$ cat config.mk
export PLATFORM = sky130hd
export DESIGN_NAME = ringosc_meas_ctrl
export DESIGN_NICKNAME = d
export VERILOG_FILES = /design/src/rtl/ringosc_meas_ctrl.sv
export SDC_FILE = /design/constraint.sdc
export NUM_CORES = 1
export LEC_CHECK = 0
export ABC_AREA = 1
export CAP_MARGIN = 10
export CORE_UTILIZATION = 56
export DETAILED_ROUTE_END_ITERATION = 7
export GPL_ROUTABILITY_DRIVEN = 0
export PLACE_DENSITY = 0.76
export SLEW_MARGIN = 0
export SYNTH_ARGS = -nofsm -noshare
export SYNTH_HDL_FRONTEND = slang
export SYNTH_SLANG_ARGS = --single-unit
export TNS_END_PERCENT = 10
$ cat constraint.sdc
create_clock -name clk -period 2.1 [get_ports clk]
set_input_delay 0.525 -clock clk [delete_from_list [all_inputs] [get_ports clk]]
set_output_delay 0.525 -clock clk [all_outputs]
set_load 0.1 [all_outputs]
$ cat src/rtl/ringosc_meas_ctrl.sv
// Ring-oscillator measurement sequencer: clears the counter, opens a gate
// window of a programmed length, freezes the count, then reads the wide
// count back one byte at a time through the counter's shift select.
module ringosc_meas_ctrl #(
    parameter int GATE_W    = 16,
    parameter int NUM_BYTES = 4,
    parameter int SETTLE    = 3
) (
    input  logic                   clk,
    input  logic                   rst_n,
    input  logic                   start_i,
    input  logic                   abort_i,
    input  logic [GATE_W-1:0]      gate_len_i,
    input  logic [5:0]             shift_base_i,
    output logic                   osc_reset_o,
    output logic                   osc_stop_o,
    output logic [5:0]             osc_shift_o,
    input  logic [7:0]             osc_cnt_i,
    output logic                   busy_o,
    output logic                   done_o,
    output logic [8*NUM_BYTES-1:0] result_o,
    output logic                   result_valid_o
);

    localparam int RES_W = 8 * NUM_BYTES;
    localparam int TMR_W = $clog2(SETTLE + 2);
    localparam int IDX_W = $clog2(NUM_BYTES + 1);

    typedef enum logic [2:0] {
        S_IDLE,
        S_CLEAR,
        S_RUN,
        S_FREEZE,
        S_READ,
        S_DONE
    } state_t;

    state_t            state;
    logic [GATE_W-1:0] gate_len;
    logic [GATE_W-1:0] gate_cnt;
    logic [5:0]        shift_base;
    logic [TMR_W-1:0]  tmr;
    logic [IDX_W-1:0]  byte_idx;
    logic [RES_W-1:0]  byte_buf;
    logic [7:0]        cnt_p0;
    logic [7:0]        cnt_p1;

    // Bytes enter at the top and move down, so the first byte read ends up in byte 0.
    function automatic logic [RES_W-1:0] capture_byte(input logic [RES_W-1:0] acc,
                                                      input logic [7:0] b);
        return (acc >> 8) | (RES_W'(b) << (RES_W - 8));
    endfunction

    // Two-flop synchroniser for the asynchronous counter byte.
    always_ff @(posedge clk) begin
        cnt_p0 <= osc_cnt_i;
        cnt_p1 <= cnt_p0;
    end

    // Measurement sequencer with registered counter-control and result outputs.
    always_ff @(posedge clk or negedge rst_n) begin
        if (!rst_n) begin
            state          <= S_IDLE;
            osc_reset_o    <= 1'b1;
            osc_stop_o     <= 1'b1;
            osc_shift_o    <= '0;
            busy_o         <= 1'b0;
            done_o         <= 1'b0;
            result_o       <= '0;
            result_valid_o <= 1'b0;
            gate_len       <= '0;
            gate_cnt       <= '0;
            shift_base     <= '0;
            tmr            <= '0;
            byte_idx       <= '0;
            byte_buf       <= '0;
        end else begin
            done_o <= 1'b0;
            if (abort_i && state != S_IDLE) begin
                state          <= S_IDLE;
                osc_reset_o    <= 1'b0;
                osc_stop_o     <= 1'b1;
                busy_o         <= 1'b0;
                result_valid_o <= 1'b0;
            end else begin
                case (state)
                    S_IDLE: begin
                        osc_reset_o <= 1'b0;
                        osc_stop_o  <= 1'b1;
                        if (start_i) begin
                            gate_len       <= gate_len_i;
                            shift_base     <= shift_base_i;
                            result_valid_o <= 1'b0;
                            osc_reset_o    <= 1'b1;
                            busy_o         <= 1'b1;
                            tmr            <= '0;
                            state          <= S_CLEAR;
                        end
                    end
                    S_CLEAR: begin
                        if (tmr == TMR_W'(1)) begin
                            tmr         <= '0;
                            osc_reset_o <= 1'b0;
                            gate_cnt    <= '0;
                            if (gate_len == '0) begin
                                state <= S_FREEZE;
                            end else begin
                                osc_stop_o <= 1'b0;
                                state      <= S_RUN;
                            end
                        end else begin
                            tmr <= tmr + TMR_W'(1);
                        end
                    end
                    S_RUN: begin
                        if (gate_cnt == gate_len - GATE_W'(1)) begin
                            osc_stop_o <= 1'b1;
                            tmr        <= '0;
                            state      <= S_FREEZE;
                        end else begin
                            gate_cnt <= gate_cnt + GATE_W'(1);
                        end
                    end
                    S_FREEZE: begin
                        if (tmr == TMR_W'(SETTLE - 1)) begin
                            tmr         <= '0;
                            byte_idx    <= '0;
                            osc_shift_o <= shift_base;
                            state       <= S_READ;
                        end else begin
                            tmr <= tmr + TMR_W'(1);
                        end
                    end
                    S_READ: begin
                        if (tmr == TMR_W'(SETTLE + 1)) begin
                            byte_buf <= capture_byte(byte_buf, cnt_p1);
                            tmr      <= '0;
                            if (byte_idx == IDX_W'(NUM_BYTES - 1)) begin
                                result_o       <= capture_byte(byte_buf, cnt_p1);
                                result_valid_o <= 1'b1;
                                done_o         <= 1'b1;
                                state          <= S_DONE;
                            end else begin
                                byte_idx    <= byte_idx + IDX_W'(1);
                                osc_shift_o <= osc_shift_o + 6'd8;
                            end
                        end else begin
                            tmr <= tmr + TMR_W'(1);
                        end
                    end
                    S_DONE: begin
                        busy_o <= 1'b0;
                        state  <= S_IDLE;
                    end
                    default: begin
                        busy_o <= 1'b0;
                        state  <= S_IDLE;
                    end
                endcase
            end
        end
    end

endmodule
==> results by group <==
Status
  • Status: finished, violations left
  • Violated checks: negative setup slack

Clocking
  • CTS sink cnt: 130
  • Clk buf depth: 2
  • CTS H-tree lvls: 4
  • CTS root buf: clkbuf_8
  • CTS tree: built
  • Clk Latency, worst-skew pair: 0.53 ns
  • Cts bufs inserted: 17
  • Clock slew at reported path FFs: 0.06 ns

Logic synthesis
  • Distinct cells, synth: 38
  • Syn_nets: 801
  • Synthesized area per cell: 8.238 µm²
  • Synth area leader: dfrtp_1
  • Post-synthesis cell count: 758
  • Register area share after synthesis: 0.5085
  • Synth top area share: 0.4488
  • Most frequent cell after synthesis: nand2_1
  • Number of flops mapped to enable cells by yosys: 0
  • Mapped Area: 6245 µm²
  • Area contributors post-synth: dfrtp_1 (45%), nand2_1 (12%), dfxtp_1 (5.1%)
  • Synth top cells by count: nand2_1 (207), dfrtp_1 (112), inv_1 (79)
  • Post-synth top flop: dfrtp_1
  • Flops & latches, synth: 130
  • Yosys warning count: 0
  • Async S/R FF share, synth: 0.8769

Placed design
  • IO Port Bufs: 76
  • Hpwl dp: 9.746 mm

Die
  • # rows: 38
  • Die height: 107.6 µm
  • Die area: 11580 µm²
  • Ports: 77
  • Die Width: 107.6 µm
  • Initial core utilization: 0.5761
  • CORE AREA: 10840 µm²

Timing
  • Max Slew Vio Count: 0
  • RSZ-0062 raised after global routing: yes
  • F_max: 460.5 MHz
  • Final setup margin: -0.07157 ns
  • Final hold slack: 0.3261 ns
  • Clock skew: 0.007177 ns
  • Final hold vios: 0
  • Max_slew headroom: 0.6560
  • Setup-failing EPs final: 17
  • Least-Margin Pin Slew: 0.5120 ns
  • Tcrit/Tclk final: 1.034
  • Clock period minus worst slack: 2.172 ns
  • Setup tns final: -0.8968 ns

Worst setup path
  • Reg2reg start: gate_len[1]
  • Arr. time, crit path: 2.59 ns
  • Crit path largest cell delay: 0.40 ns
  • Crit path cell chain: buf_4 -> nor2_4 -> nand2_4 -> nor2_4 -> nand2_2 -> xor2_2 -> nand4_1 -> nor2_4 -> nand3_2 -> nand2_4 -> clkbuf_16 -> o21ai_2
  • Crit Path Class: flip-flop to flip-flop
  • Worst Path Required: 2.52 ns
  • Crit. End Element: flip-flop
  • Crit. Startpoint: gate_len[1]
  • CP dominant cell by count: nor2_4
  • Startpoint Class: flip-flop
  • Crit-path max FO: 7
  • Slowest cell on crit path: dfrtp_1

Cells and area
  • Antenna Cells: 0
  • NumNets Final: 907
  • Layout cell share with drive strength beyond 1: 0.2406
  • Area Overhead vs Synth: 30.19%

Global route
  • Number of global-route vias before repair: 5180
  • Total congestion overflow: 0
  • Antenna violations before repair: 0
  • Largest net degree at the start of global routing: 68
  • First-pass GRT wire length: 23.40 mm
  • Overall global routing resource usage: 0.2612

Drt
  • Top Layer Used: met4
  • Via count: 5353
  • Antenna Nets Post-Route: 0
  • Final wirelength: 14.40 mm
  • First-pass iteration count of the detailed router: 5
  • Routed WL per cell: 14.16 µm
  • Met2 wire length: 7.155 mm
  • Residual DRC count: 0
  • Met1 wire length: 6.263 mm
  • Initial drt markers: 384
  • DR WL met3: 686 µm
  • Avg Vias per Cell: 5.264

Worst hold path
  • Hold wc startpoint: cnt_p0[7]
  • Worst hold path class: flip-flop to flip-flop

Pwr
  • VDD IR-drop max: 1700 µV
  • Static leakage: 0.003844 µW
  • PwrDens: 1213 nW/µm²

Job
  • MaxCap Viol Count: 0
cell type report:
class | count | area [µm²]
flip-flops and latches | 130 | 3176
fillers | 781 | 2710
clock inverters | 12 | 131.4
repair buffers | 107 | 1035
inverters | 86 | 322.8
multi-input cells | 522 | 2813
clock buffers | 20 | 478.0
well taps | 140 | 175.2
worst max-delay path: cells and delay by family (launching register included):
family | cells | cell delay (ns)
and+or+nand+nor | 8 | 1.09
DFF | 1 | 0.40
buffers and inverters | 2 | 0.34
xor gates and xnor gates | 1 | 0.19
AOI/OAI and AO/OA | 1 | 0.05
registers in the layout, indices dropped and copies added, names as in the netlist:
name / flops
cnt_p1: 8
result_valid_o: 1
gate_cnt: 16
state: 3
result_o: 32
done_o: 1
shift_base: 6
osc_reset_o: 1
cnt_p0: 8
tmr: 3
byte_idx: 3
busy_o: 1
osc_stop_o: 1
osc_shift_o: 6
gate_len: 16
byte_buf: 24
where the power goes:
group	leakage [µW]	switching, µW	internal [µW]	total, µW
sequential	0.00158	399	2910	3310
combinational	0.00196	2230	1320	3550
clock	0.000295	1210	1790	3000
total	0.00384	3850	6020	9870
placed cells by master (no fill, tap or decap), types with 7 or more instances in the layout:
cell type and instances:
nor2_2 7, nand4_1 9, nor3_1 7, clkdlybuf4s50_1 32, clkbuf_16 19, ha_1 8, nand3_1 34, nand2_1 192
nand3_2 11, o21ai_0 58, nor2_1 64, buf_12 8, nor2_4 8, o21ai_2 16, xor2_1 8, inv_2 8
xnor2_1 8, a21oi_1 24, buf_4 61, dfrtp_1 112, dfxtp_1 16, nand2_2 31, inv_1 77, mux2_2 8
cell families after synthesis:
logic type / Yosys count / synth area share
and+or+nand+nor: 380 / 0.2677
DFF: 130 / 0.5085
AOI/OAI and AO/OA: 107 / 0.09517
buffers and inverters: 106 / 0.07093
xor gates and xnor gates: 18 / 0.02525
adders and majority gates: 9 / 0.01803
muxes: 8 / 0.01443
metal layers:
metal / track usage / vias up
met2: 0.4263 / 168
met3: 0.06174 / 30
li1: - / 2623
met1: 0.3352 / 2532
met4: 0.1037 / 0
met5: 0 / -
stage by stage:
| step | setup WS [ns] | utilization | cell area (µm²) | std cells | total power (µW) |
|---|---|---|---|---|---|
| finish | -0.07157 | 0.7500 | 8130 | 1017 | 9865 |
| global route | -0.1534 | 0.7500 | 8130 | 1017 | 10360 |
| CTS | -0.07346 | 0.7290 | 7903 | 1011 | 9576 |
| detailed placement | -0.04784 | 0.6642 | 7201 | 974 | 6385 |
| global placement | 0.01033 | 0.6642 | 7201 | 974 | 6283 |
| floorplan | 0.2015 | - | 6245 | 758 | 5511 |
what timing repair did:
| action | 4_1_cts | 5_1_grt |
|---|---|---|
| hold buffers | 1 | 0 |
| setup buffers | 3 | 5 |
| pin swaps | 2 | 27 |
| setup endpoints to repair | 22 | 22 |
| cloned | 1 | 1 |
| gates resized for setup | 9 | 42 |
| hold endpoints to repair | 13 | 0 |
final timing paths:
check | to | slack [ns] | cells after the start
max | gate_cnt[13] | -0.07 | 12
min | cnt_p1[7] | 0.33 | 0
max reg2reg | gate_cnt[13] | -0.07 | 12
min reg2reg | cnt_p1[7] | 0.33 | 0
max in group asynchronous | result_o[24] | 1.07 | 3
min in group asynchronous | gate_len[2] | 0.40 | 2
No activity file was read; power rests on OpenSTA's default activity.
